[src/rtl/ld_exec_unit.sv]
// ld_exec_unit -- single-outstanding load execution engine.
//
// Takes one load at a time from the load buffer, issues a word-aligned
// read to the data cache, extracts and sign/zero-extends the requested
// byte/half/word, then broadcasts the result with its ROB tag.
//
// Optional build macro: LD_EXEC_TIMEOUT_EN
//   defined   -> WAIT/DRAIN watchdog of TIMEOUT_CYCLES cycles; expiry in WAIT
//                reissues the same request, expiry in DRAIN returns to IDLE.
//   undefined -> WAIT/DRAIN wait indefinitely for dc_resp_valid.
//
// Handshakes: a transfer happens on a rising clock edge where valid and
// ready are both high. A producer holding valid keeps its payload stable
// until that edge and never withdraws valid on its own (flush and reset
// excepted). dc_resp_valid is a one-cycle strobe without backpressure.
//
// Ports:
//   clk, rst_aL              clock, asynchronous active-low reset
//   ld_valid/ld_ready        load-buffer dequeue handshake
//   ld_addr/ld_width/ld_rob_id  load payload (funct3 width code)
//   dc_req_valid/dc_req_ready/dc_req_addr  cache read request
//   dc_resp_valid/dc_resp_data             cache read response
//   bcast_valid/bcast_ready/bcast_rob_id/bcast_data  result broadcast
//   flush                    squash the in-flight load
//   busy                     high whenever not IDLE
//   dbg_state                current FSM state encoding (debug/checkers)
module ld_exec_unit #(
    parameter int ADDR_WIDTH     = 32,
    parameter int DATA_WIDTH     = 32,
    parameter int ROB_ID_WIDTH   = 6,
    parameter int TIMEOUT_CYCLES = 64
) (
    input  logic                    clk,
    input  logic                    rst_aL,
    input  logic                    ld_valid,
    output logic                    ld_ready,
    input  logic [ADDR_WIDTH-1:0]   ld_addr,
    input  logic [2:0]              ld_width,
    input  logic [ROB_ID_WIDTH-1:0] ld_rob_id,
    output logic                    dc_req_valid,
    input  logic                    dc_req_ready,
    output logic [ADDR_WIDTH-1:0]   dc_req_addr,
    input  logic                    dc_resp_valid,
    input  logic [DATA_WIDTH-1:0]   dc_resp_data,
    output logic                    bcast_valid,
    input  logic                    bcast_ready,
    output logic [ROB_ID_WIDTH-1:0] bcast_rob_id,
    output logic [DATA_WIDTH-1:0]   bcast_data,
    input  logic                    flush,
    output logic                    busy,
    output logic [2:0]              dbg_state
);

    typedef enum logic [2:0] {
        S_IDLE  = 3'd0,
        S_REQ   = 3'd1,
        S_WAIT  = 3'd2,
        S_BCAST = 3'd3,
        S_DRAIN = 3'd4
    } state_t;

    state_t                  r_state;
    state_t                  w_next;
    logic [ADDR_WIDTH-1:0]   r_addr;
    logic [2:0]              r_width;
    logic [ROB_ID_WIDTH-1:0] r_rob_id;
    logic [DATA_WIDTH-1:0]   r_data;
    logic                    w_accept;
    logic                    w_take_resp;
    logic                    w_tmo_expire;
    logic [7:0]              w_byte;
    logic [15:0]             w_half;
    logic [DATA_WIDTH-1:0]   w_ext;

    // Watchdog: counts cycles spent in WAIT or DRAIN, cleared whenever the
    // state changes so each WAIT/DRAIN visit gets a full window.
`ifdef LD_EXEC_TIMEOUT_EN
    localparam int TMO_W = $clog2(TIMEOUT_CYCLES + 1);
    logic [TMO_W-1:0] r_tmo_cnt;

    always_ff @(posedge clk or negedge rst_aL) begin
        if (!rst_aL) begin
            r_tmo_cnt <= '0;
        end else if (w_next != r_state) begin
            r_tmo_cnt <= '0;
        end else if (r_state == S_WAIT || r_state == S_DRAIN) begin
            r_tmo_cnt <= r_tmo_cnt + 1'b1;
        end
    end

    // The last waiting cycle is the one where the count would reach the limit.
    assign w_tmo_expire = (r_state == S_WAIT || r_state == S_DRAIN) &&
                          (r_tmo_cnt == TMO_W'(TIMEOUT_CYCLES - 1));
`else
    logic w_unused_tmo;
    assign w_unused_tmo = (TIMEOUT_CYCLES == 0);
    assign w_tmo_expire = 1'b0;
`endif

    // Lane extraction from the aligned word using the latched byte offset.
    always_comb begin
        w_byte = dc_resp_data[{r_addr[1:0], 3'b000} +: 8];
        w_half = dc_resp_data[{r_addr[1], 4'b0000} +: 16];
        case (r_width)
            3'b000:  w_ext = {{(DATA_WIDTH-8){w_byte[7]}}, w_byte};
            3'b001:  w_ext = {{(DATA_WIDTH-16){w_half[15]}}, w_half};
            3'b100:  w_ext = {{(DATA_WIDTH-8){1'b0}}, w_byte};
            3'b101:  w_ext = {{(DATA_WIDTH-16){1'b0}}, w_half};
            default: w_ext = dc_resp_data;  // lw and reserved codes
        endcase
    end

    always_ff @(posedge clk or negedge rst_aL) begin
        if (!rst_aL) begin
            r_state <= S_IDLE;
        end else begin
            r_state <= w_next;
        end
    end

    // Next state and outputs; flush outranks every other event.
    always_comb begin
        w_next       = r_state;
        w_accept     = 1'b0;
        w_take_resp  = 1'b0;
        ld_ready     = 1'b0;
        dc_req_valid = 1'b0;
        bcast_valid  = 1'b0;
        case (r_state)
            S_IDLE: begin
                ld_ready = ~flush;
                if (!flush && ld_valid) begin
                    w_accept = 1'b1;
                    w_next   = S_REQ;
                end
            end
            S_REQ: begin
                dc_req_valid = 1'b1;
                if (flush) begin
                    w_next = S_IDLE;
                end else if (dc_req_ready) begin
                    w_next = S_WAIT;
                end
            end
            S_WAIT: begin
                if (flush) begin
                    w_next = S_DRAIN;
                end else if (dc_resp_valid) begin
                    w_take_resp = 1'b1;
                    w_next      = S_BCAST;
                end else if (w_tmo_expire) begin
                    w_next = S_REQ;
                end
            end
            S_BCAST: begin
                bcast_valid = 1'b1;
                if (flush || bcast_ready) begin
                    w_next = S_IDLE;
                end
            end
            S_DRAIN: begin
                // The response of the squashed load is swallowed here.
                if (dc_resp_valid || w_tmo_expire) begin
                    w_next = S_IDLE;
                end
            end
            default: w_next = S_IDLE;
        endcase
    end

    always_ff @(posedge clk or negedge rst_aL) begin
        if (!rst_aL) begin
            r_addr   <= '0;
            r_width  <= '0;
            r_rob_id <= '0;
            r_data   <= '0;
        end else begin
            if (w_accept) begin
                r_addr   <= ld_addr;
                r_width  <= ld_width;
                r_rob_id <= ld_rob_id;
            end
            if (w_take_resp) begin
                r_data <= w_ext;
            end
        end
    end

    assign dc_req_addr  = {r_addr[ADDR_WIDTH-1:2], 2'b00};
    assign bcast_rob_id = r_rob_id;
    assign bcast_data   = r_data;
    assign busy         = (r_state != S_IDLE);
    assign dbg_state    = r_state;

endmodule
[config.mk]
export PLATFORM = sky130hd
export DESIGN_NAME = ld_exec_unit
export DESIGN_NICKNAME = d
export VERILOG_FILES = /design/src/rtl/ld_exec_unit.sv
export SDC_FILE = /design/constraint.sdc
export NUM_CORES = 1
export LEC_CHECK = 0
export ABC_AREA = 1
export CAP_MARGIN = 20
export CORE_ASPECT_RATIO = 2
export CORE_MARGIN = 2
export CORE_UTILIZATION = 40
export DETAILED_ROUTE_END_ITERATION = 10
export PLACE_DENSITY = 0.71
export SLEW_MARGIN = 20
export SYNTH_ARGS = -nofsm -noshare
export SYNTH_HDL_FRONTEND = slang
export SYNTH_SLANG_ARGS = --single-unit
export TNS_END_PERCENT = 100
[constraint.sdc]
create_clock -name clk -period 1.7 [get_ports clk]
set_input_delay 0.17 -clock clk [delete_from_list [all_inputs] [get_ports clk]]
set_output_delay 0.17 -clock clk [all_outputs]
set_load 0.005 [all_outputs]
# Word level (Yosys, flattened, before mapping)
# Cells that the tools add are included.
# word_totals
register_bits,76
inputBits,80
wordCells,44
# op_classes
n_eq_ne,12
shifts,2
muxes,17
bitwise,1
reduce_logical,7
# op_table
cell,count
32-bit one-hot mux with 4 select lines,1
32-bit by 6-bit variable part select with 16-bit output,1
32-bit by 6-bit variable part select with 8-bit output,1
3-bit 2-to-1 mux,7
3-bit one-hot mux with 5 select lines,1
3-bit equality test (second input constant),3
1-bit 2-to-1 mux,8
3-bit by 1-bit equality test with 1-bit output (second input constant),2
3-bit by 2-bit equality test with 1-bit output (second input constant),2
3-bit zero test,2
2-bit inequality test (second input constant),3
3-bit inequality test (second input constant),2
5-bit AND reduction,1
3-bit nonzero test,1
1-bit logical AND,1
1-bit zero test,1
1-bit logical OR,1
1-bit inverter,1

# Logic depth before layout (Yosys ltp)
# logic_depth
ltp_word,4
mapped_depth,11
mapped_depth_nobuf,9

# Worst setup path after synthesis
# No wires, ideal clock.
# synth_path
path_type,reg-to-reg
start,register r_addr[1]
end,register r_data[18] (netlist: bcast_data[18])
setup_time_ns,0.113
arrival_time_ns,1.195
t_required_ns,1.587
setup_slack_ns,0.393
stages_incl_launch_ff,11
synth_period_minus_slack_ns,1.307
cell_sequence,dfrtp_1 -> buf_6 -> inv_4 -> nand2_1 -> nand3_1 -> nand2_1 -> nand2_1 -> buf_2 -> nand3_1 -> nand2_1 -> inv_1
# synth_between
elab_chain_cells,2
word_cells_on_any_way,3
# synth_rtl
element,line,text
start: declaration,64,logic [ADDR_WIDTH-1:0] r_addr;
start signal: assignment,179,r_addr <= ld_addr;
32-bit by 6-bit variable part select with 16-bit output or 32-bit by 6-bit variable part select with 8-bit output (tied branches),"103, 102",
32-bit one-hot mux with 4 select lines *,104,case (r_width)
end signal: assignment,184,r_data <= w_ext;
end: declaration,67,logic [DATA_WIDTH-1:0] r_data;
# Mark *: on every way between the ends. The rest lies on a longest branch, timed or not.
# A chain may end at the register's enable or synchronous reset.

# Worst setup path in the final report
# layout_path
start,register r_state[1] (netlist: dbg_state[1])
end,output busy
# layout_between
elab_chain_cells,1
# layout_rtl
element,line,text
start: declaration,62,state_t r_state;
start signal: assignment,117,r_state <= w_next;
3-bit nonzero test,192,assign busy = (r_state != S_IDLE);
end: declaration,50,"output logic busy,"
# Every way passes these cells.

==> impl_metrics.py <==
metrics = {
    "synth": {
        "syn_avg_cell_area_sq_um": 7.270,
        "ys_seq_area_share_pct": 42.74,
        "synth_top_area_cell": "dfrtp_1",
        "yosysTopAreaCellShare_pct": 42.74,
        "synth.distinct_cells": 29,
        "netlist_area_sq_mm": 0.004449,
        "ys_warn_count": 0,
        "synth.area.top_cells": "dfrtp_1, nand2_1, nand3_1, buf_4, inv_1",
        "ys_seq_elements": 76,
        "postSynthCellCount": 612,
    },
    "floorplan": {
        "core_sq_mm": 0.01088,
        "io_pins": 157,
        "rows": 54,
        "dieHeight_um": 153.2,
        "dieArea_sq_mm": 0.01203,
        "fp.dieW_um": 78.58,
        "start_util_pct": 40.90,
    },
    "clocking": {
        "cts_root_buf": "clkbuf_16",
        "clkTransAtPathRegs_ns": 0.06,
        "cts_tree": "yes",
        "clk_path_buf_depth": 2,
        "clock_sinks": 76,
        "h-tree-depth": 3,
        "clk_latency_ns": 0.32,
        "cts_inserted_buffers": 9,
    },
    "detailed_routing": {
        "via_per_inst": 4.732,
        "drt-total-wl_um": 12010,
        "detail-route-antenna-nets": 0,
        "detail_route.wl_per_cell_um": 13.62,
        "firstDrtPassIters": 6,
        "detail_route.iter0.violations": 183,
        "num_vias": 4174,
        "drc": 0,
    },
    "power_and_ir_drop": {
        "p_leak_nw": 3.227,
        "pwr-share-clk_pct": 20.9,
        "power_density_mw_per_mm2": 1614,
        "p_int_mw": 6.577,
        "switching_share_pct": 34.95,
        "power_switching_mw": 3.534,
        "seqPwrFrac_pct": 31.5,
        "ir_worst_vdd_mv": 0.7816,
        "pwr-share-comb_pct": 47.6,
    },
    "global_route": {
        "grt.overflow.total": 0,
        "grt_max_degree": 40,
        "antenna_found_initial": 0,
        "grt_pass1_wl_um": 19690,
        "grt_pass1_vias": 4368,
        "grt_usage_pct": 20.59,
    },
    "critical_path": {
        "critPathMaxFanout": 4,
        "critical-path-top-delay-family": "buffers and inverters",
        "worstPathRequired_ns": 1.53,
        "worstSetupEndpointType": "primary output",
        "critical_path_class": "flip-flop to primary output",
        "slowest_stage": "clkdlybuf4s50_1",
        "worst-path-buf-inv": 1,
        "critPathLaunch": "dbg_state[1]",
        "max_stage_delay_ns": 0.46,
        "worstReg2RegStart": "dbg_state[0]",
        "crit_path_start_kind": "flip-flop",
        "cp_cell_sequence": "nor2_4 > nand2_2 > clkdlybuf4s50_1",
        "cp.arrival_ns": 1.46,
    },
    "sta": {
        "fin_skew_ns": 0.005661,
        "finalCritPeriodShare_pct": 95.67,
        "finalHoldViolCount": 0,
        "finalSetupViolations": 0,
        "rsz0062_at_grt": "no",
        "slew_headroom_pct": 65.60,
        "finalCriticalPeriod_ns": 1.626,
        "tightestPinTransition_ns": 0.5160,
        "tns_ns": 0,
        "drv_slew": 0,
        "max_freq_ghz": 0.6149,
        "fin_ws_ns": 0.07365,
    },
    "final_layout": {
        "syn_to_final_growth_pct": 40.78,
        "num_antenna_cells": 0,
        "drive_above_1_share_pct": 10.51,
        "finalNonFillerCells": 882,
        "nets": 817,
    },
    "placed_design": {
        "post-place-cells": 862,
        "pre_cts_ws_ns": 0.1001,
        "dp_hpwl_um": 9277,
        "routabilityCongestion": 0.9462,
        "numPortBuffers": 154,
    },
    "min_path": {
        "min_path_type": "primary input to async pin",
    },
    "job": {
        "maxCapViolCount": 0,
    },
    "run_status": {
        "status": "finished, final reports clean",
    },
}
## power groups by stage
| stage | Sequential [mW] | Combinational, mW | Clock, mW |
|---|---|---|---|
| 6_report | 3.18 | 4.82 | 2.11 |
| 2_1_floorplan | 3.12 | 2.82 | 0 |
| 3_3_place_gp | 3.23 | 4.71 | 0 |
| 5_1_grt | 3.30 | 5.35 | 2.24 |
| 3_5_place_dp | 3.23 | 4.80 | 0 |
| 4_1_cts | 3.19 | 4.88 | 2.17 |
## final cells by class
cell class | count | area [sq um]
Fill cell | 1046 | 4614
Clock inverter | 5 | 82.58
Inverter | 63 | 241.5
Sequential cell | 76 | 1906
Timing Repair Buffer | 176 | 1765
Clock buffer | 11 | 252.7
Multi-Input combinational cell | 411 | 1841
Tap cell | 140 | 175.2
## cell families after synthesis
| logic type | Yosys count | share of synthesized area [%] |
|---|---|---|
| other | 1 | 0.08428 |
| AND/OR/NAND/NOR | 386 | 38.16 |
| buffers and inverters | 126 | 15.97 |
| AO/OA/AOI/OAI | 23 | 3.037 |
| flip-flops | 76 | 42.74 |
## path summary, 6_finish.rpt
kind                            slack [ns]         endpoint  cells after the start
max in group asynchronous             0.78   bcast_data[25]                      3
min in group clk                      0.40       r_addr[26]                      3
worst max-delay path                  0.07             busy                      3
worst min-delay path                  0.35       r_addr[11]                      2
worst max register to register        0.19   bcast_data[30]                      8
worst min register to register        0.47  bcast_rob_id[0]                      2
## placed cells by master (no fill, tap or decap), drive strengths merged, types with 3 or more instances in the layout
master | synthesis | routed
or2 | 16 | 16
nand2 | 241 | 241
clkbuf | 2 | 11
clkdlybuf4s50 | 0 | 150
nor2 | 37 | 37
nor3 | 3 | 3
dfrtp | 76 | 76
inv | 63 | 64
nand3 | 85 | 85
dlygate4sd2 | 0 | 3
a21oi | 20 | 20
buf | 61 | 22
## layer usage
| layer | vias to the layer above | part of all wire (%) | track usage, % |
|---|---|---|---|
| met5 | - | 0 | 0 |
| met4 | 0 | 3.5 | 10.03 |
| met3 | 24 | 4.9 | 4.132 |
| met2 | 129 | 55 | 39.23 |
| met1 | 1924 | 36 | 20.37 |
| li1 | 2097 | - | - |
## Yosys cell counts
master,count
inv_1,58
buf_4,38
nand4_1,1
clkbuf_1,2
conb_1,1
and2_0,1
buf_1,1
nand3b_1,1
buf_6,10
or2_2,3
and2_1,1
a21oi_2,5
nand3_4,1
nand2_1,238
nor2_4,3
nand3_1,84
o21ai_0,2
nor3_1,3
a21oi_1,15
inv_4,2
or2_1,13
a31oi_1,1
buf_2,12
nand2_4,1
nor2_1,18
dfrtp_1,76
nand2_2,2
inv_2,3
nor2_2,16
## stage by stage
stage	cell area, sq um	util [%]	total power, mW	hold WS, ns
6_report	6264	57.58	10.11	0.3527
5_1_grt	6264	57.58	10.89	0.4078
4_1_cts	6264	57.58	10.25	0.3566
3_5_place_dp	5896	54.20	8.030	0.1763
3_3_place_gp	5896	54.20	7.940	0.1665
2_1_floorplan	4453	-	5.938	-0.1256
## flip-flops by register name, indices dropped and copies added, names as in the netlist
signal	flops
bcast_data	32
r_addr	32
bcast_rob_id	6
dbg_state	3
r_width	3
## what timing repair did
item	CTS	global route
hold buffers	1	0
setup endpoints to repair	4	0
buffers inserted	3	0
gates resized for setup	7	0
endpoints found under the hold margin	37	0
Note: power is estimated with default switching activity, not from simulation.
